--- config.mk ---
export PLATFORM = sky130hd
export DESIGN_NAME = uart_tx_param
export DESIGN_NICKNAME = d
export VERILOG_FILES = /design/src/rtl/uart_tx_param.sv
export SDC_FILE = /design/constraint.sdc
export NUM_CORES = 1
export LEC_CHECK = 0
export CAP_MARGIN = 20
export CORE_UTILIZATION = 55
export DETAILED_ROUTE_END_ITERATION = 6
export MAX_ROUTING_LAYER = met4
export PLACE_DENSITY = 0.77
export SLEW_MARGIN = 0
export SYNTH_ARGS = -nofsm -noshare
export SYNTH_HDL_FRONTEND = slang
export SYNTH_SLANG_ARGS = --single-unit
--- constraint.sdc ---
create_clock -name clk -period 4.05 [get_ports clk]
set_clock_uncertainty 0.15 [all_clocks]
set_input_delay 0.81 -clock clk [delete_from_list [all_inputs] [get_ports clk]]
set_output_delay 0.81 -clock clk [all_outputs]
set_load 0.02 [all_outputs]
--- src/rtl/uart_tx_param.sv ---
// Parametrised UART transmitter.
// Run-time selectable frame format: 5..DATA_W data bits (LSB first),
// none/even/odd/mark/space parity, one or two stop bits and a baud
// divisor. A one-entry holding register behind a valid/ready handshake
// lets the next word start on the clock after the previous frame's last
// stop bit, so back-to-back frames have no idle gap.
module uart_tx_param #(
    parameter int   DATA_W     = 9,
    parameter int   DIV_W      = 16,
    parameter logic IDLE_LEVEL = 1'b1
) (
    input  logic              clk,
    input  logic              rst_n,
    input  logic [DATA_W-1:0] s_data,
    input  logic              s_valid,
    output logic              s_ready,
    input  logic [3:0]        cfg_data_bits,
    input  logic [2:0]        cfg_parity,
    input  logic              cfg_stop2,
    input  logic [DIV_W-1:0]  cfg_baud_div,
    output logic              tx,
    output logic              tx_busy,
    output logic              tx_done
);

    localparam logic [2:0] ST_IDLE   = 3'd0;
    localparam logic [2:0] ST_START  = 3'd1;
    localparam logic [2:0] ST_DATA   = 3'd2;
    localparam logic [2:0] ST_PARITY = 3'd3;
    localparam logic [2:0] ST_STOP1  = 3'd4;
    localparam logic [2:0] ST_STOP2  = 3'd5;

    localparam logic [2:0] PAR_NONE  = 3'd0;
    localparam logic [2:0] PAR_EVEN  = 3'd1;
    localparam logic [2:0] PAR_ODD   = 3'd2;
    localparam logic [2:0] PAR_MARK  = 3'd3;
    localparam logic [2:0] PAR_SPACE = 3'd4;

    localparam logic [3:0] MIN_BITS = 4'd5;
    localparam logic [3:0] MAX_BITS = 4'(DATA_W);

    // Normalised configuration, captured together with the data word.
    logic [3:0]       cfg_bits_c;
    logic [2:0]       cfg_par_c;
    logic [DIV_W-1:0] cfg_div_m1_c;

    // Holding register.
    logic              hold_empty;
    logic [DATA_W-1:0] hold_data;
    logic [3:0]        hold_bits;
    logic [2:0]        hold_par;
    logic              hold_stop2;
    logic [DIV_W-1:0]  hold_div_m1;
    logic              load;

    // Shifter state and the format of the frame in flight.
    logic [2:0]        state,      state_n;
    logic [DIV_W-1:0]  cnt,        cnt_n;
    logic [3:0]        bit_idx,    bit_idx_n;
    logic [DATA_W-1:0] shreg,      shreg_n;
    logic              par_acc,    par_acc_n;
    logic [3:0]        cur_bits,   cur_bits_n;
    logic [2:0]        cur_par,    cur_par_n;
    logic              cur_stop2,  cur_stop2_n;
    logic [DIV_W-1:0]  cur_div_m1, cur_div_m1_n;
    logic              tx_n;
    logic              bit_end;
    logic              last_end;
    logic              take;

    // Clamp the live configuration into its legal range.
    always_comb begin
        if (cfg_data_bits < MIN_BITS)
            cfg_bits_c = MIN_BITS;
        else if (cfg_data_bits > MAX_BITS)
            cfg_bits_c = MAX_BITS;
        else
            cfg_bits_c = cfg_data_bits;
        cfg_par_c    = (cfg_parity > PAR_SPACE) ? PAR_NONE : cfg_parity;
        cfg_div_m1_c = (cfg_baud_div == '0) ? '0 : cfg_baud_div - DIV_W'(1);
    end

    // s_ready comes straight from a flop, so a word offered in the cycle the
    // shifter empties the holding register is only accepted a cycle later.
    assign s_ready = hold_empty;
    assign load    = s_valid && hold_empty;
    assign tx_busy = (state != ST_IDLE);
    assign tx_done = last_end;

    // Next-state logic for the frame sequencer, baud counter and line level.
    always_comb begin
        // NOTE: every signal driven here gets a default first so no path
        // leaves it unassigned, which would otherwise infer a latch.
        state_n      = state;
        cnt_n        = cnt;
        bit_idx_n    = bit_idx;
        shreg_n      = shreg;
        par_acc_n    = par_acc;
        cur_bits_n   = cur_bits;
        cur_par_n    = cur_par;
        cur_stop2_n  = cur_stop2;
        cur_div_m1_n = cur_div_m1;
        last_end     = 1'b0;
        take         = 1'b0;
        bit_end      = (cnt == cur_div_m1);

        case (state)
            ST_IDLE: begin
                take = !hold_empty;
            end
            ST_START: begin
                if (bit_end) begin
                    state_n   = ST_DATA;
                    bit_idx_n = '0;
                end
            end
            ST_DATA: begin
                if (bit_end) begin
                    par_acc_n = par_acc ^ shreg[0];
                    shreg_n   = shreg >> 1;
                    if (bit_idx == cur_bits - 4'd1)
                        state_n = (cur_par == PAR_NONE) ? ST_STOP1 : ST_PARITY;
                    else
                        bit_idx_n = bit_idx + 4'd1;
                end
            end
            ST_PARITY: begin
                if (bit_end)
                    state_n = ST_STOP1;
            end
            ST_STOP1: begin
                if (bit_end) begin
                    if (cur_stop2)
                        state_n = ST_STOP2;
                    else
                        last_end = 1'b1;
                end
            end
            ST_STOP2: begin
                last_end = bit_end;
            end
            default: begin
                state_n = ST_IDLE;
            end
        endcase

        // Every non-idle state runs the baud counter the same way.
        if (state != ST_IDLE)
            cnt_n = bit_end ? '0 : cnt + DIV_W'(1);

        // End of the last stop bit: chain straight into the held word if any.
        if (last_end) begin
            state_n = ST_IDLE;
            take    = !hold_empty;
        end

        if (take) begin
            state_n      = ST_START;
            cnt_n        = '0;
            bit_idx_n    = '0;
            shreg_n      = hold_data;
            par_acc_n    = 1'b0;
            cur_bits_n   = hold_bits;
            cur_par_n    = hold_par;
            cur_stop2_n  = hold_stop2;
            cur_div_m1_n = hold_div_m1;
        end

        // The line is registered from the next state so the start level
        // appears on the same clock the sequencer enters START.
        case (state_n)
            ST_START: tx_n = ~IDLE_LEVEL;
            ST_DATA:  tx_n = shreg_n[0];
            ST_PARITY: begin
                case (cur_par_n)
                    PAR_EVEN: tx_n = par_acc_n;
                    PAR_ODD:  tx_n = ~par_acc_n;
                    PAR_MARK: tx_n = 1'b1;
                    default:  tx_n = 1'b0;
                endcase
            end
            default:  tx_n = IDLE_LEVEL;
        endcase
    end

    // Control state: sequencer, counters, frame format, line and handshake.
    always_ff @(posedge clk or negedge rst_n) begin
        // NOTE: sequential state uses non-blocking assignments so every flop
        // samples the values from before this edge, independent of order.
        if (!rst_n) begin
            state      <= ST_IDLE;
            cnt        <= '0;
            bit_idx    <= '0;
            par_acc    <= 1'b0;
            cur_bits   <= MIN_BITS;
            cur_par    <= PAR_NONE;
            cur_stop2  <= 1'b0;
            cur_div_m1 <= '0;
            tx         <= IDLE_LEVEL;
            hold_empty <= 1'b1;
        end else begin
            state      <= state_n;
            cnt        <= cnt_n;
            bit_idx    <= bit_idx_n;
            par_acc    <= par_acc_n;
            cur_bits   <= cur_bits_n;
            cur_par    <= cur_par_n;
            cur_stop2  <= cur_stop2_n;
            cur_div_m1 <= cur_div_m1_n;
            tx         <= tx_n;
            if (load)
                hold_empty <= 1'b0;
            else if (take)
                hold_empty <= 1'b1;
        end
    end

    // Payload registers: the held word with its format, and the shifter.
    always_ff @(posedge clk) begin
        // NOTE: these carry no reset; they are only read after being loaded,
        // and the validity flag (hold_empty) and sequencer state are reset.
        if (load) begin
            hold_data   <= s_data;
            hold_bits   <= cfg_bits_c;
            hold_par    <= cfg_par_c;
            hold_stop2  <= cfg_stop2;
            hold_div_m1 <= cfg_div_m1_c;
        end
        shreg <= shreg_n;
    end

endmodule

# Word-level counts from Yosys, hierarchy flattened

Index checks and enable logic that the tools add are counted.
W data, S select, Z words.

Flip-flop bits (word level): 92
Bits in latches: 0
RAM bits: 0
Memory bits (read-only): 0
Output and inout bits: 4
Word-level logic and storage cells: 93
Memories kept: 0

Add/sub/neg operators: 4
Multipliers: 0
Div/mod/pow operators: 0
Order comparisons: 3
Equality and inequality tests: 16
Shift-type cells: 0
Mux-type cells: 35
Bitwise operators: 2
Reductions and logical operators: 15

Operators with widths:

| cell                    | count |
|---|---|
| $mux W16                | 3 |
| $mux W3                 | 10 |
| $mux W9                 | 3 |
| $mux W4                 | 5 |
| $eq A3 B2 Y1 const B    | 6 |
| $add A16 B1 Y16 const B | 1 |
| $eq A16 B16 Y1          | 1 |
| $logic_not A16 Y1       | 1 |
| $sub A16 B1 Y16 const B | 1 |
| $pmux W3 S5             | 1 |
| $eq A3 B1 Y1 const B    | 3 |
| $mux W1                 | 9 |
| $ne A3 B3 Y1 const B    | 3 |
| $pmux W4 S2             | 1 |
| $reduce_bool A2 Y1      | 4 |
| $eq A3 B3 Y1 const B    | 2 |
| $logic_not A3 Y1        | 2 |
| $pmux W1 S3             | 2 |
| $reduce_bool A3 Y1      | 2 |
| $add A4 B1 Y4 const B   | 1 |
| $eq A4 B4 Y1            | 1 |
| $gt A4 B4 Y1 const B    | 1 |
| $lt A4 B3 Y1 const B    | 1 |
| $reduce_and A4 Y1       | 1 |
| other kinds (9)         | 10 |

# Longest topological paths before layout

Depth in word-level cells: 9
Gate-level depth with buffers: 9
Gate-level depth less buffers: 9

# Worst setup path after synthesis

No wires, ideal clock.

Kind: register -> output
Start point: reg cnt[3]
End point: out tx_done
Arrival: 1.763 ns
Slack: 1.327 ns
Stages on the path, launching flop included: 6
Path buffers: 0
Cells stage by stage: dfrtp_1 xor2_1 nor4_1 and4_1 nand2_1 nor3_1

Cells in the longest elaborated chain, start to end: 3

RTL lines:

| what                   | RTL line | text |
|---|---|---|
| from (decl)            | 58       | `logic [DIV_W-1:0] cnt, cnt_n;` |
| from (signal assigned) | 203      | `cnt <= cnt_n;` |
| $eq A16 B16 Y1 (*)     | 105      | `bit_end = (cnt == cur_div_m1);` |
| $mux W1                | 132      | `if (bit_end) begin` |
| $pmux W1 S2 (*)        | 107      | `case (state)` |
| to (decl)              | 23       | `output logic tx_done` |

Every way passes the cells marked *; elsewhere a longest branch is shown, timed or not.

# Worst setup path after layout

Start point: reg cnt[9]
End point: out tx_done

Same word-level chain as after synthesis.

==> metrics.yaml <==
synthesis:
  ys_seq_area_frac: 0.579
  async_flop_share: 0.543
  avgSynthCellArea_um2: 11.6
  syn-num-nets: 412
  syn-cell-area_mm2: 0.00433
  synthCells: 372
  yosys_warnings: 0
  ys_ff_latch: 92
  synth_ff_type: "dfrtp_1"
  synth_cell_types: 48
  synth_edf_count: 41
timing:
  fin_crit_sh: 0.907
  fin_crit_ns: 3.67
  tns_ns: 0
  tightest_slew_ns: 0.758
  setup_viol: 0
  fmax_mhz: 272
  max-slew-margin-rel: 0.493
  rsz0062_at_grt: "no"
  drv_slew: 0
  setup_ws_ns: 0.376
  finalHoldViolCount: 0
cts:
  numClockSinks: 92
  insertion_delay_ns: 0.36
  hold_buffers: 0
  post_cts.repair.setup_buffers: 0
  cts_max_path_buffers: 2
  clkSlewWorstSetupHoldPaths_ns: 0.10
  numCtsBuffers: 9
  htreeDepth: 3
  cts_tree: "yes"
  cts_resized: 0
  cts-root-buf: "clkbuf_8"
floorplanning:
  core_mm2: 0.00745
  num_io_pins: 40
  die-area_mm2: 0.00823
  start_util: 0.581
  die_x_um: 90.7
  die_h_um: 90.7
  core.rowCount: 31
setup_path:
  r2r_start: "cnt[9]"
  cp.required_ns: 3.09
  crit_path_max_fanout: 5
  ff2ff_path_depth: 8
  arrival_ns: 2.71
  r2r-end: "bit_idx[2]"
  reg2reg_setup_slack_ns: 1.07
  start_kind: "flop"
  crit_type: "flop to primary output"
  end_kind: "primary output"
pwr:
  irDropWorstVdd_uv: 220
  cellPowerDensity_mw_per_mm2: 340
  p_leak_nw: 1.96
  power_mw: 1.72
route:
  wl_per_cell_um: 15.0
  ant_nets: 0
  drtIter0Drc: 125
  drc: 0
  vias: 2825
  drt_wl_total_mm: 7.76
  firstDrtPassIters: 4
  post_drt_via_cell_ratio: 5.44
placement:
  dp_slack_ns: 0.752
  gp_congestion: 0.820
  portBuffers: 39
  dp_hpwl_mm: 5.45
  place_inst: 503
global_route:
  gr-usage-all-layers: 0.216
  grt_pass1_vias: 2833
  grt.overflow.total: 0
  grt_start_max_net_pins: 41
  grt_pass1_wl_mm: 13.4
  grt_antenna_before_repair: 0
final_layout:
  final_common_cell: "dfrtp_1"
  stdcell_count: 519
  area_growth_pct: 16.8
  drive_gt1_frac: 0.131
  insertedDiodeCount: 0
  mostFrequentLayoutCells: "dfrtp_1, nor2_1, edfxtp_1"
  nets: 455
flow_run:
  maxCapViolCount: 0
outcome:
  status: "complete, no violations"
min_path:
  worstHoldPathType: "input port to asynchronous set/reset pin"
==> registers in the layout, indices dropped and copies added, names as in the netlist <==
register / cells
tx: 1
state: 3
hold_div_m1: 16
s_ready: 1
hold_stop2: 1
bit_idx: 4
shreg: 9
cur_par: 3
cnt: 16
cur_div_m1: 16
cur_stop2: 1
par_acc: 1
hold_data: 9
cur_bits: 4
hold_par: 3
hold_bits: 4
==> per-stage QoR <==
step	utilization	hold slack [ns]	area [um^2]
2_1_floorplan	-	0.276	4330
3_3_place_gp	0.647	0.302	4810
3_5_place_dp	0.649	0.300	4830
4_1_cts	0.679	0.202	5060
5_1_grt	0.679	0.212	5060
6_report	0.679	0.202	5060
==> cell families (layout without fill, tap and decap cells) <==
kind of cell    count (synthesis)  in the layout  share of synthesized area
flops                          92             92                      0.579
xor+xnor                       42             42                     0.0884
simple gates                  136            136                      0.157
mux                            27             27                     0.0691
compound gates                 46             46                     0.0702
buf+inv                        25             73                     0.0248
fa+ha+maj                       4              4                     0.0116
==> synthesized netlist by cell type, types with 2 or more instances <==
cell	instances	area, um^2
dfrtp_1	46	1150
edfxtp_1	41	1230
nor2_1	41	154
nand2_1	29	109
xor2_1	27	236
mux2_2	23	259
nor3_1	14	70.1
xnor2_1	14	123
inv_1	13	48.8
o21ai_0	13	65.1
a22o_1	9	78.8
nand3_1	8	40.0
a21oi_1	7	35.0
nor4_1	7	43.8
or3_1	7	43.8
and2_1	5	31.3
buf_2	5	25.0
clkbuf_1	5	18.8
dfstp_2	4	105
ha_1	4	50.1
mux2i_1	4	40.0
nand2b_1	4	25.0
o21bai_1	4	30.0
a21o_1	3	22.5
and3_1	3	18.8
nand3b_1	3	22.5
nor3b_1	3	22.5
buf_4	2	15.0
nor2b_1	2	12.5
o21ai_1	2	10.0
o22ai_1	2	12.5
or3b_2	2	17.5
==> report_power, final <==
group | switching, mW | leakage [nW] | internal, mW
Combinational | 0.0292 | 0.860 | 0.0400
Sequential | 0.000000000000000696 | 0.991 | 0.974
Clock | 0.324 | 0.107 | 0.353
==> worst max-delay path by stage <==
| stage | startpoint | end | slack, ns | depth (start not counted) |
|---|---|---|---|---|
| 5_1_grt | cnt[9] | tx_done | 0.12 | 6 |
| 6_report | cnt[9] | tx_done | 0.38 | 6 |
| 3_3_place_gp | cnt[9] | tx_done | 0.79 | 6 |
| 2_1_floorplan | cnt[3] | tx_done | 1.33 | 5 |
| 3_5_place_dp | cnt[9] | tx_done | 0.75 | 6 |
| 4_1_cts | cnt[9] | tx_done | 0.35 | 6 |
==> layer usage <==
layer | share of wire | GRT usage
met1 | 0.49 | 0.291
met2 | 0.46 | 0.323
met3 | 0.027 | 0.0345
met4 | 0.020 | 0.0981
met5 | 0 | -
==> critical path: stages (launching register included) <==
cell             delay [ns]
dfrtp_1                0.44
xor2_1                 0.16
nor4_1                 0.47
and4_1                 0.41
nand2_1                0.10
nor3_1                 0.15
clkdlybuf4s50_1        0.63
==> final cells by class <==
class | instances | area (um^2)
clock buffer | 10 | 128
timing repair buffer | 44 | 435
inverter | 13 | 48.8
tap | 99 | 124
fill | 553 | 2390
multi-input combinational | 255 | 1720
sequential | 92 | 2510
clock inverter | 6 | 93.8
Power figures use the tool's default switching activity.
